[src/rtl/sm83_pkg.sv]
// Shared SM83 fetch types and sizing; SM83_FETCH_PREFETCH_EN selects a 2-byte prefetch buffer.
// Purely declarative: no latency, no backpressure.
package sm83_pkg;

    typedef logic [7:0] instr_t;

    typedef enum logic [1:0] {
        RUN,
        WAIT,
        DISCARD
    } fetch_state_t;

    localparam instr_t OP_INSTR_16 = 8'hCB;

`ifdef SM83_FETCH_PREFETCH_EN
    localparam int DEPTH = 2;
`else
    localparam int DEPTH = 1;
`endif

    localparam int CNT_W = $clog2(DEPTH + 1);

endpackage

[src/rtl/sm83_fetch_buf.sv]
// Byte/PC FIFO with flush; head is visible directly from registers.
// Push lands one cycle later; caller must not push when full, pops on empty are ignored.
module sm83_fetch_buf
    import sm83_pkg::*;
#(
    parameter int          DEPTH    = 2,
    parameter logic [15:0] RESET_PC = 16'h0000,
    localparam int         CW       = $clog2(DEPTH + 1)
) (
    input  logic          clk,
    input  logic          rst_n,
    input  logic          flush,
    input  logic          push,
    input  instr_t        push_byte,
    input  logic [15:0]   push_pc,
    input  logic          pop,
    output instr_t        head_byte,
    output logic [15:0]   head_pc,
    output logic [CW-1:0] count
);

    instr_t        byte_q [DEPTH];
    logic [15:0]   pc_q   [DEPTH];
    logic [CW-1:0] count_q;
    logic          do_pop;
    int            wr_idx;

    assign do_pop    = pop && (count_q != '0);
    assign head_byte = byte_q[0];
    assign head_pc   = pc_q[0];
    assign count     = count_q;

    // Entry 0 is always the head, so a pop shifts everything down one slot.
    always_comb begin
        wr_idx = int'(count_q) - int'(do_pop);
    end

    always_ff @(posedge clk or negedge rst_n) begin
        if (!rst_n) begin
            count_q <= '0;
            for (int i = 0; i < DEPTH; i++) begin
                byte_q[i] <= 8'h00;
                pc_q[i]   <= RESET_PC;
            end
        end else if (flush) begin
            count_q <= '0;
        end else begin
            if (do_pop) begin
                for (int i = 0; i < DEPTH - 1; i++) begin
                    byte_q[i] <= byte_q[i + 1];
                    pc_q[i]   <= pc_q[i + 1];
                end
            end
            if (push) begin
                for (int i = 0; i < DEPTH; i++) begin
                    if (i == wr_idx) begin
                        byte_q[i] <= push_byte;
                        pc_q[i]   <= push_pc;
                    end
                end
            end
            count_q <= count_q + CW'(push) - CW'(do_pop);
        end
    end

endmodule

[src/rtl/sm83_fetch.sv]
// SM83 instruction byte fetcher (SM83_FETCH_PREFETCH_EN enables fetch-ahead); bytes appear one cycle after mem_rvalid.
// Requests stall while the buffer plus the single outstanding read would overflow, on i_halt, or on i_pc_load.
module sm83_fetch
    import sm83_pkg::*;
#(
    parameter logic [15:0] RESET_PC = 16'h0000
) (
    input  logic        clk,
    input  logic        rst_n,
    output logic        mem_req,
    output logic [15:0] mem_addr,
    input  logic        mem_gnt,
    input  logic        mem_rvalid,
    input  instr_t      mem_rdata,
    output logic        o_valid,
    output instr_t      o_byte,
    output logic [15:0] o_pc,
    output logic        o_is_instr16,
    input  logic        i_pop,
    input  logic        i_pop_operand,
    input  logic        i_pc_load,
    input  logic [15:0] i_pc_target,
    input  logic        i_halt
);

    fetch_state_t     state;
    logic [15:0]      fetch_pc;
    logic [15:0]      req_pc;
    logic             started;
    logic             cb_pending;
    logic [CNT_W-1:0] count;
    logic             push;
    logic             pop;

    // started keeps mem_req low while reset is held and for the first cycle after release.
    assign mem_req      = started && (state == RUN) && !i_halt && !i_pc_load
                          && (int'(count) < DEPTH);
    assign mem_addr     = fetch_pc;
    assign push         = (state == WAIT) && mem_rvalid && !i_pc_load;
    assign pop          = i_pop && o_valid && !i_pc_load;
    assign o_valid      = (count != '0);
    assign o_is_instr16 = cb_pending;

    always_ff @(posedge clk or negedge rst_n) begin
        if (!rst_n) begin
            state      <= RUN;
            fetch_pc   <= RESET_PC;
            req_pc     <= RESET_PC;
            started    <= 1'b0;
            cb_pending <= 1'b0;
        end else begin
            started <= 1'b1;

            if (i_pc_load) begin
                fetch_pc   <= i_pc_target;
                cb_pending <= 1'b0;
            end else if (pop && !i_pop_operand) begin
                cb_pending <= (o_byte == OP_INSTR_16);
            end

            case (state)
                RUN: begin
                    if (mem_req && mem_gnt) begin
                        state    <= WAIT;
                        req_pc   <= fetch_pc;
                        fetch_pc <= fetch_pc + 16'd1;
                    end
                end
                // A redirect while the read is in flight turns its response into one to drop.
                WAIT: begin
                    if (mem_rvalid) begin
                        state <= RUN;
                    end else if (i_pc_load) begin
                        state <= DISCARD;
                    end
                end
                DISCARD: begin
                    if (mem_rvalid) begin
                        state <= RUN;
                    end
                end
                default: state <= RUN;
            endcase
        end
    end

    sm83_fetch_buf #(
        .DEPTH    (DEPTH),
        .RESET_PC (RESET_PC)
    ) u_buf (
        .clk       (clk),
        .rst_n     (rst_n),
        .flush     (i_pc_load),
        .push      (push),
        .push_byte (mem_rdata),
        .push_pc   (req_pc),
        .pop       (pop),
        .head_byte (o_byte),
        .head_pc   (o_pc),
        .count     (count)
    );

endmodule

[config.mk]
export PLATFORM = sky130hd
export DESIGN_NAME = sm83_fetch
export DESIGN_NICKNAME = d
export VERILOG_FILES = /design/src/rtl/sm83_pkg.sv /design/src/rtl/sm83_fetch_buf.sv /design/src/rtl/sm83_fetch.sv
export SDC_FILE = /design/constraint.sdc
export NUM_CORES = 1
export LEC_CHECK = 0
export BUFFER_PORTS_ARGS = -buffer_cell sky130_fd_sc_hd__buf_4
export CAP_MARGIN = 20
export CORE_ASPECT_RATIO = 0.75
export CORE_MARGIN = 10
export CORE_UTILIZATION = 47
export DETAILED_ROUTE_END_ITERATION = 8
export GPL_TIMING_DRIVEN = 0
export PLACE_DENSITY = 0.83
export SLEW_MARGIN = 25
export SYNTH_ARGS = -nofsm -noshare
export SYNTH_HDL_FRONTEND = slang
export SYNTH_SLANG_ARGS = --single-unit
[constraint.sdc]
create_clock -name clk -period 1.6 [get_ports clk]
set_input_delay 0 -clock clk [delete_from_list [all_inputs] [get_ports clk]]
set_output_delay 0 -clock clk [all_outputs]
set_load 0.03 [all_outputs]
==> results.tsv <==
stage	metric	value	unit
status	status	complete, but fails checks	
status	failing checks	negative setup slack	
routing	antenna-violating nets left	0	
synth	Synth warnings	0	
min_path	min-delay src	i_pc_target[12]	
worst_setup_path	Worst Setup Path Type	flop to flop	
grt	vias in the first global route	2738	
cells_and_area	Area growth, synth to finish	53.1	%
cells_and_area	Fillers	374	
pwr	P_int	3.12	mW
clocking	Inserted Clock Buffers	9	
clocking	worst skew pair latency	350	ps
die	die width	109	um
synth	Netlist cell types	48	
pwr	Peak supply drop	0.741	mV
timing	final setup margin	-211	ps
timing	final hold vios	0	
routing	DRT Pass-1 Iters	5	
cells_and_area	Final Util	73.7	%
grt	GRT Overall Usage	19.2	%
die	Die Span Y	86.5	um
place	Routability Congestion	0.941	
clocking	Clock Sinks	61	
clocking	CTS tree	built	
pwr	total power	4.76	mW
worst_setup_path	r2r endpoint	mem_addr[7]	
pwr	cell leakage power	2.07	nW
die	die area	9410	um2
cells_and_area	ANT cells	0	
die	std cell rows	24	
flow_run	# Max-Cap Violations	0	
place	pre-CTS setup slack	-328	ps
grt	first-pass GRT wire length	13900	um
timing	fmax	552	MHz
routing	Vias	2665	
worst_setup_path	worst flop-to-flop path startpoint	state[0]	
synth	synthesized area per cell	10.7	um2
grt	initial antenna violation count	0	
clocking	Clock Path Buffers	2	
routing	DR iter-0 viols	240	
clocking	H-tree levels	3	
die	core area	5770	um2
cells_and_area	layout cells sized above 1	46.0	%
routing	Vias per Instance	5.60	
pwr	Logic pwr share	29.9	%
routing	DRC viols	0	
timing	crit share post-route	113	%
routing	routed length per placed instance	19.3	um
timing	Final Setup Violations	52	
timing	Final Skew	6.98	ps
grt	largest net degree at the start of global routing	62	
synth	Synth Cell Area	2780	um2
pwr	Cell Pwr Density	1120	nW/um2
cells_and_area	commonest non-fill, non-tap cell in the layout	buf_4	
pwr	Switch Pwr	1.64	mW
worst_setup_path	crit path capture	mem_addr[7]	
worst_setup_path	WP data required	1820	ps
timing	Slew @ Worst Pin	760	ps
place	port bufs	73	
synth	synthesis-stage register bit count	61	
timing	minimum clock period	1810	ps
grt	GRT overflow	0	
synth	sequential-to-total area share from yosys stat	55.0	%
synth	syn_nets	292	
timing	RSZ-0062 raised after global routing	yes	
clocking	clock-pin transition on the worst setup and hold timing paths	70	ps
worst_setup_path	CP startpoint	state[0]	
worst_setup_path	Worst EP arrival	2030	ps
pwr	power share of the clock group	26.7	%
worst_setup_path	Startpoint Class	flop	
cells_and_area	final net count	427	
synth	Synth Instances	259	
place	DP HPWL	5720	um
pwr	switching share of total power	34.4	%
worst_setup_path	Worst Path Max Fanout	5	
cells_and_area	commonest cells after routing, fill and taps aside	buf_4, dfrtp_1, nand2_1	
worst_setup_path	endpoint class of the critical path	flop	
die	Initial Util	48.1	%
pwr	Sequential Power Share	43.4	%
timing	Slew Viols, Final	0	
clocking	Root Buffer	clkbuf_8	
worst_setup_path	FF-to-FF path depth	5	
worst_setup_path	R2R Setup Slk	-210	ps
min_path	Hold WC Path Type	primary input to flop	
routing	WL final	9190	um
die	Ports	75	
timing	Slew HR	49.3	%
-- routing by layer --
metal / routed length (um) / vias to the layer above / track usage (%)
met5: 0 / - / 0
met4: 270 / 0 / 9.92
met3: 822 / 34 / 6.75
met2: 4560 / 146 / 31.3
met1: 3540 / 1294 / 21.7
li1: - / 1191 / -
-- per-stage QoR --
step / cell area, um2 / hold slack [ps] / std cells / TNS (ps)
5_1_grt: 4250 / 17.5 / 476 / -6700
3_3_place_gp: 3440 / 114 / 410 / -11360
2_1_floorplan: 2790 / -296 / 259 / -1080
6_report: 4250 / 16.8 / 476 / -4940
3_5_place_dp: 3440 / 120 / 410 / -13520
4_1_cts: 4100 / 2.47 / 468 / -3800
-- state kept, by name, indices dropped and copies added, names as in the netlist --
signal,count
u_buf.count,1
started,1
u_buf.head_pc,16
state,2
req_pc,16
u_buf.head_byte,8
o_is_instr16,1
mem_addr,16
-- logic make-up after synthesis --
family | count (synthesis) | synth area share, %
and+or+nand+nor | 111 | 20.2
DFF | 61 | 55.0
AOI/OAI and AO/OA | 35 | 9.02
muxes | 28 | 11.2
buffers and inverters | 21 | 3.65
adders and majority gates | 1 | 0.451
other | 1 | 0.135
xor gates and xnor gates | 1 | 0.316
-- power by group through the flow --
| stage | Sequential (mW) | Clock, mW | Combinational [mW] |
|---|---|---|---|
| 6_report | 2.07 | 1.27 | 1.42 |
| 5_1_grt | 2.10 | 1.36 | 1.52 |
| 4_1_cts | 2.05 | 1.28 | 1.39 |
| 3_5_place_dp | 2.08 | 0 | 1.30 |
| 3_3_place_gp | 2.06 | 0 | 1.27 |
| 2_1_floorplan | 2.43 | 0 | 0.376 |
-- repair_timing --
| action | 4_1_cts | 5_1_grt |
|---|---|---|
| endpoints found under the hold margin | 83 | 0 |
| endpoints found under the setup margin | 58 | 58 |
| cloned | 0 | 2 |
| hold buffers | 22 | 0 |
| resized for setup | 26 | 22 |
| setup buffers | 22 | 7 |
| pin swaps | 15 | 12 |
-- worst min-delay path by stage --
stage | to | cells past startpoint
finish | mem_addr[12] | 4
global route | mem_addr[7] | 3
CTS | mem_addr[12] | 4
detailed placement | u_buf.head_byte[7] | 1
global placement | u_buf.head_byte[7] | 1
floorplan | mem_addr[0] | 0
-- synth_stat cells, drive strengths merged --
cell type / number / area share, %
ha: 1 / 0.45
or3: 1 / 0.23
and3: 2 / 0.45
a311o: 1 / 0.41
a21boi: 1 / 0.27
nand4b: 1 / 0.32
nand3: 10 / 1.8
buf: 4 / 1.4
clkbuf: 8 / 1.1
nor4: 5 / 1.7
o21a: 1 / 0.27
nand4: 7 / 1.6
o21ba: 1 / 0.36
nand2b: 1 / 0.23
conb: 1 / 0.14
o32ai: 1 / 0.32
nor4b: 1 / 0.54
nor3b: 2 / 0.54
or4b: 2 / 0.86
o22ai: 4 / 0.90
nand2: 56 / 7.6
a21oi: 7 / 1.3
o221a: 2 / 0.81
inv: 9 / 1.2
o21ai: 8 / 1.6
nor3: 8 / 1.8
xnor2: 1 / 0.32
nor2b: 2 / 0.45
and2: 1 / 0.23
o311ai: 1 / 0.32
a221oi: 2 / 0.63
nor2: 10 / 1.4
or3b: 1 / 0.32
dfrtp: 61 / 55
o211ai: 2 / 0.72
and4: 1 / 0.32
a211oi: 1 / 0.27
mux2i: 4 / 1.4
mux2: 24 / 9.7
a31o: 2 / 0.63
a22oi: 1 / 0.27
-- layout make-up --
type | instances | area [um2] | share of cell area [%]
well taps | 78 | 97.6 | 2.30
repair buffers | 126 | 1040 | 24.4
multi-input cells | 177 | 1270 | 29.8
flip-flops and latches | 61 | 1530 | 36.0
clock buffers | 12 | 165 | 3.89
plain buffers | 10 | 98.8 | 2.33
clock inverters | 3 | 20.0 | 0.471
inverters | 9 | 33.8 | 0.795
-- critical path, stage by stage (launching register included) --
cell and delay [ps]:
dfrtp_1 470, or3b_4 480, nor4_4 300, buf_4 190, a311o_2 180, o211ai_2 60
No activity file was read; power rests on OpenSTA's default activity.
